===== src/rtl/node_position_streamer.sv =====
// rtl/node_position_streamer.sv - snapshot node x/y positions and stream them one node per beat
module node_position_streamer #(
  parameter int NODES  = 5,
  parameter int DATA_W = 32,
  parameter int IDX_W  = 8
) (
  input  logic                    clk,
  input  logic                    reset,
  input  logic                    snap_req,
  input  logic [NODES*DATA_W-1:0] x_flat,
  input  logic [NODES*DATA_W-1:0] y_flat,
  output logic                    busy,
  output logic                    out_valid,
  input  logic                    out_ready,
  output logic [IDX_W-1:0]        out_idx,
  output logic [DATA_W-1:0]       out_x,
  output logic [DATA_W-1:0]       out_y,
  output logic                    out_last,
  output logic [15:0]             frame_count,
  output logic [7:0]              overrun_count
);

  typedef enum logic {
    IDLE,
    STREAM
  } state_t;

  localparam logic [IDX_W-1:0] LAST_IDX = IDX_W'(NODES - 1);

  state_t            state;
  state_t            state_next;
  logic [IDX_W-1:0]  idx;
  logic [IDX_W-1:0]  idx_next;
  logic [DATA_W-1:0] shadow_x [NODES];
  logic [DATA_W-1:0] shadow_y [NODES];
  logic [DATA_W-1:0] sel_x;
  logic [DATA_W-1:0] sel_y;
  logic              at_last;
  logic              xfer;
  logic              last_xfer;
  logic              capture;
  logic              overrun;

  // A snapshot is accepted from IDLE or on the final beat of a frame (back-to-back).
  always_comb begin
    at_last    = (idx == LAST_IDX);
    xfer       = (state == STREAM) && out_ready;
    last_xfer  = xfer && at_last;
    capture    = snap_req && ((state == IDLE) || last_xfer);
    overrun    = snap_req && (state == STREAM) && !last_xfer;
    state_next = state;
    idx_next   = idx;
    case (state)
      IDLE: begin
        if (snap_req) begin
          state_next = STREAM;
          idx_next   = '0;
        end
      end
      STREAM: begin
        if (last_xfer) begin
          idx_next   = '0;
          state_next = snap_req ? STREAM : IDLE;
        end else if (xfer) begin
          idx_next = idx + 1'b1;
        end
      end
      default: begin
        state_next = IDLE;
        idx_next   = '0;
      end
    endcase
  end

  always_ff @(posedge clk or negedge reset) begin
    if (!reset) begin
      state <= IDLE;
      idx   <= '0;
    end else begin
      state <= state_next;
      idx   <= idx_next;
    end
  end

  always_ff @(posedge clk or negedge reset) begin
    if (!reset) begin
      for (int i = 0; i < NODES; i++) begin
        shadow_x[i] <= '0;
        shadow_y[i] <= '0;
      end
    end else if (capture) begin
      for (int i = 0; i < NODES; i++) begin
        shadow_x[i] <= x_flat[i*DATA_W +: DATA_W];
        shadow_y[i] <= y_flat[i*DATA_W +: DATA_W];
      end
    end
  end

  always_ff @(posedge clk or negedge reset) begin
    if (!reset) begin
      frame_count   <= '0;
      overrun_count <= '0;
    end else begin
      if (last_xfer) begin
        frame_count <= frame_count + 16'd1;
      end
      if (overrun && (overrun_count != 8'hFF)) begin
        overrun_count <= overrun_count + 8'd1;
      end
    end
  end

  always_comb begin
    sel_x = '0;
    sel_y = '0;
    for (int i = 0; i < NODES; i++) begin
      if (idx == IDX_W'(i)) begin
        sel_x = shadow_x[i];
        sel_y = shadow_y[i];
      end
    end
  end

  // Data and last are gated by valid so IDLE never presents a stale beat.
  assign busy      = (state == STREAM);
  assign out_valid = (state == STREAM);
  assign out_idx   = idx;
  assign out_x     = out_valid ? sel_x : '0;
  assign out_y     = out_valid ? sel_y : '0;
  assign out_last  = out_valid && at_last;

endmodule


===== config.mk =====
export PLATFORM = sky130hd
export DESIGN_NAME = node_position_streamer
export DESIGN_NICKNAME = d
export VERILOG_FILES = /design/src/rtl/node_position_streamer.sv
export SDC_FILE = /design/constraint.sdc
export NUM_CORES = 1
export LEC_CHECK = 0
export CORE_AREA = 2 2 214 216
export CTS_CLUSTER_DIAMETER = 200
export DETAILED_ROUTE_END_ITERATION = 6
export DIE_AREA = 0 0 216 218
export PLACE_DENSITY = 0.66
export SLEW_MARGIN = 20
export SYNTH_ARGS = -nofsm -noshare
export SYNTH_HDL_FRONTEND = slang
export SYNTH_SLANG_ARGS = --single-unit

===== constraint.sdc =====
create_clock -name clk -period 3.7 [get_ports clk]
set_clock_uncertainty 0.15 [all_clocks]
set_input_delay 1.11 -clock clk [delete_from_list [all_inputs] [get_ports clk]]
set_output_delay 1.11 -clock clk [all_outputs]
set_load 0.005 [all_outputs]

# --- Word level (Yosys, flattened, before mapping) ---
# Cells that the tools add are included.
word_totals:
  latch_bits: 0
  ff_bits: 353
  wordCells: 55
  rom_bits: 0
  mem_count: 0
  mem_bits_rw: 0
op_classes:
  shifts: 0
  addsub: 3
  eq_ne: 7
  reduce_logical: 11
  n_div: 0
  n_mux: 19
  order_cmp: 0
  n_bitwise: 1
  mul: 0
ops:
  columns: ["operator", "n"]
  rows:
  - ["32-bit two-way mux", 12]
  - ["8-bit two-way mux", 3]
  - ["16-bit by 1-bit adder with 16-bit output, second input constant", 1]
  - ["8-bit by 1-bit adder with 8-bit output, second input constant", 2]
  - ["8-bit by 2-bit equality test with 1-bit output, second input constant", 2]
  - ["8-bit case mux with 2 select lines", 1]
  - ["8-bit by 1-bit equality test with 1-bit output, second input constant", 1]
  - ["8-bit by 3-bit equality test with 1-bit output, second input constant", 1]
  - ["8-bit zero test", 1]
  - ["8-bit inequality test, second input constant", 1]
  - ["1-bit logical AND", 7]
  - ["3-bit by 1-bit inequality test with 1-bit output, second input constant", 1]
  - ["1-bit two-way mux", 2]
  - ["2-bit inequality test, second input constant", 1]
  - ["1-bit case mux with 2 select lines", 1]
  - ["2-bit AND reduction", 1]
  - ["1-bit zero test", 1]
  - ["1-bit logical OR", 1]
  - ["1-bit NOT", 1]

# --- Depth between registers and ports, before layout ---
depth:
  ltp_word: 7
  depth_mapped: 9

# --- Worst setup path before layout ---
# OpenSTA, ideal clock, no wires.
synth_timing:
  kind: "register to output"
  startpoint: "register idx[1] (netlist: out_idx[1])"
  endpoint: "output port out_x[0]"
  path_buffers: 3
  setup_slack_ns: 0.649
  required_ns: 2.440
  stages_incl_launch_ff: 9
  arrival_time_ns: 1.791
  cell_sequence: "dfrtp_1 -> inv_1 -> ha_1 -> buf_2 -> clkbuf_1 -> clkbuf_1 -> o21ai_0 -> a221oi_1 -> nor2_1"
synth_between:
  elab_chain_cells: 7
synth_lines:
  columns: ["element", "line_no", "text"]
  rows:
  - ["start, declared", "32", "logic [IDX_W-1:0] idx;"]
  - ["start signal, assigned", "81", "idx <= idx_next;"]
  - ["8-bit zero test", "117", "if (idx == IDX_W'(i)) begin"]
  - ["32-bit two-way mux (4 in series)", "117", null]
  - ["32-bit two-way mux (*)", "117", null]
  - ["32-bit two-way mux (*)", "128", "assign out_x = out_valid ? sel_x : '0;"]
  - ["end, declared", "16", "output logic [DATA_W-1:0] out_x,"]
# Every way passes the cells marked *; elsewhere a longest branch is shown, timed or not.

# --- Worst setup path in the final report ---
layout_timing:
  startpoint: "register idx[0] (netlist: out_idx[0])"
  endpoint: "output port out_x[12]"
# Same word-level chain as after synthesis.

==> out/metrics.yaml <==
max_freq_mhz: 268
arrival_ns: 2.48
drv_cap: 0
power_leakage_nw: 12.3
io_buffers: 422
cp_num_cells: 10
seqPwrFrac_pct: 29.1
syn_nets: 1735
finalHoldViolations: 0
yosys.area.top_type: "dfrtp_1"
grt_overflow: 0
dp_hpwl_mm: 35.1
startpoint: "out_idx[0]$_DFFE_PN0P_"
worstMarginPinSlew_ns: 0.676
synth_top_family_by_area: "multiplexers"
powerDensity_nw_per_um2: 923
min_period_ns: 3.74
cts.clk_slew.worst_paths_ns: 0.06
clock_latency_ns: 0.56
dr.first_iter.drc_count: 901
initial_core_util_pct: 39.3
synth_common_cells: "dfrtp_1, mux2_4, a21oi_1"
avgViaCountPerCell: 5.28
cts-htree-levels: 2
synthAdderAreaFrac_pct: 0.425
grt_pass1_wl_mm: 87.0
fp.dieW_um: 216
grt_pass1_vias: 14168
cp-start-kind: "flip-flop"
rows: 78
synth_mux_area_share_pct: 27.0
synthXorXnorAreaFrac_pct: 1.34
core_area_um2: 44900
crit_end: "out_x[12]"
synth_top_cell_area_share_pct: 50.1
synth.top_cells.by_area: "dfrtp_1, mux2_4, a21oi_1"
die_h_um: 218
setup_ws_ns: -0.0369
crit_slowest_cell: "dfrtp_1"
ctsHoldBuffers: 0
combinationalPowerShare_pct: 53.8
cts_tree: "done"
p_int_mw: 15.5
multiInputGateArea_um2: 8970
power_mw: 24.3
final_layout_size_suffix_gt1_share_pct: 40.0
clock_sinks: 353
outcome: "complete, but fails checks"
cpMostUsedCell: "buf_6"
grt.total_usage_pct: 24.0
cp_max_fo: 7
end_kind: "primary output"
path_cells: "buf_6 > ha_4 > buf_16 > buf_12 > buf_6 > a21oi_2 > o21ai_1 > a221oi_2 > nor2_1 > buf_2"
power_switching_share_pct: 36.4
ys_seq_area_share_pct: 50.1
p_clk_share_pct: 17.1
r2r-end: "shadow_y[99]$_DFFE_PN0P_"
yosysMostFrequentCell: "dfrtp_1"
synth_cells: 1405
required_ns: 2.44
dieArea_um2: 47100
ys_warn_count: 0
criticalPathCategory: "reg2out"
rsz0062_at_grt: "yes"
antenna_found_initial: 15
r2r_slack_ns: 1.05
cts_buffer_depth: 3
synth_ff_type: "dfrtp_1"
period_share_pct: 101
firstDrtPassIters: 5
violations: "setup timing"
synth_edf_count: 0
wl_per_cell_um: 23.5
r2r_cells: 9
ir_drop_mv: 0.476
synth_compound_area_share_pct: 10.8
cts_made_buffers: 41
path_buf_inv: 5
whs_ns: 0.332
finalSetupViolations: 3
min-delay-start: "frame_count[15]$_DFFE_PN0P_"
finalWirelength_mm: 59.9
syn_avg_cell_area_um2: 12.6
yosys.cell_types.count: 39
vias: 13429
synthesis.area_um2: 17600
nets: 2237
nFillCells: 3553
slew_violations: 0
clockRootBuffer: "clkbuf_16"
postRouteAntennaNets: 0
synthSimpleGateAreaFrac_pct: 4.83
cp_top_family: "buffers and inverters"
slowest_delay_ns: 0.41
synthArstFlopShare_pct: 100
synth_seq_cells: 353
seqCellArea_um2: 8830
gp_congestion: 0.844
areaGrowthSynthToFinish_pct: 49.3
power_switching_mw: 8.84
min_path_type: "reg2reg"
io_pins: 423
grt_max_degree: 77
r2r-start: "out_idx[0]$_DFFE_PN0P_"
relSlewSlack_pct: 54.9
drc_errors: 0
==> state kept, by name (all words and copies together) (netlist names) <==
signal,count
shadow_y,160
busy,1
overrun_count,8
frame_count,16
out_idx,8
shadow_x,160
==> metrics by stage <==
step	cell area, µm²	cells	setup TNS, ns	util, %	setup WS, ns
2_1_floorplan	17600	1405	0	-	0.649
3_3_place_gp	22700	2375	-0.0397	50.6	-0.0397
3_5_place_dp	22700	2375	-0.0289	50.6	-0.0217
4_1_cts	25800	2509	-1.19	57.4	-0.107
5_1_grt	26300	2539	-1.49	58.6	-0.124
6_report	26300	2542	-0.0751	58.7	-0.0369
==> logic make-up (layout without fill, tap and decap cells) <==
kind of cell	after synthesis	after routing
flops	353	353
compound gates	328	328
mux	323	323
simple gates	190	190
buf+inv	178	707
xor+xnor	27	27
fa+ha+maj	6	6
other cells	0	8
==> layer usage <==
metal / global-route usage, % / vias to the layer above / part of all wire (%)
li1: - / 5991 / -
met1: 31.0 / 6840 / 42
met2: 39.4 / 479 / 47
met3: 6.64 / 105 / 7.6
met4: 7.24 / 14 / 2.6
met5: 0 / - / 0.15
==> what timing repair did <==
item / CTS / global route
gates resized for setup: 443 / 113
setup buffers: 45 / 18
setup endpoints to repair: 65 / 63
pin swaps: 138 / 102
cloned: 20 / 11
==> power groups by stage <==
stage	Combinational, mW	Clock [mW]	Sequential (mW)
after floorplan	6.42	0	6.50
after global placement	10.3	0	6.78
after detailed placement	10.4	0	6.82
after CTS	12.4	4.25	6.95
after global routing	13.9	4.42	7.26
final	13.1	4.16	7.06
==> cell type report <==
type | instances | area share (%)
Antenna cell | 8 | 0.0760
Sequential cell | 353 | 33.5
Clock inverter | 13 | 0.656
Tap cell | 600 | 2.85
Clock buffer | 57 | 4.50
Inverter | 70 | 0.998
Multi-Input combinational cell | 874 | 34.1
Timing Repair Buffer | 567 | 23.3
==> cell usage in the layout, fill, tap and decap left out, drive strengths merged, types with 64 or more instances in the layout <==
cell type / count
inv: 72
clkbuf: 92
buf: 172
dfrtp: 353
mux2: 323
nor2: 73
a21oi: 130
nand2: 75
clkdlybuf4s50: 356
o21ai: 128
a221oi: 64
==> how the worst min path moves through the flow <==
stage	end	slack, ns	cells after the start
CTS	frame_count[13]$_DFFE_PN0P_	0.34	1
floorplan	frame_count[15]$_DFFE_PN0P_	0.32	1
finish	frame_count[15]$_DFFE_PN0P_	0.33	1
detailed placement	frame_count[13]$_DFFE_PN0P_	0.33	1
global placement	frame_count[15]$_DFFE_PN0P_	0.31	1
global route	frame_count[15]$_DFFE_PN0P_	0.35	1
==> worst register-to-register path: cells and delay by family, from the launching register on <==
family,cells,cell delay (ns)
flip-flops,1,0.41
buffers and inverters,4,0.77
multiplexers,1,0.31
AO/OA/AOI/OAI,1,0.26
AND/OR/NAND/NOR,2,0.46
adder cells (fa/ha/maj),1,0.19
Note: power is estimated with default switching activity, not from simulation.
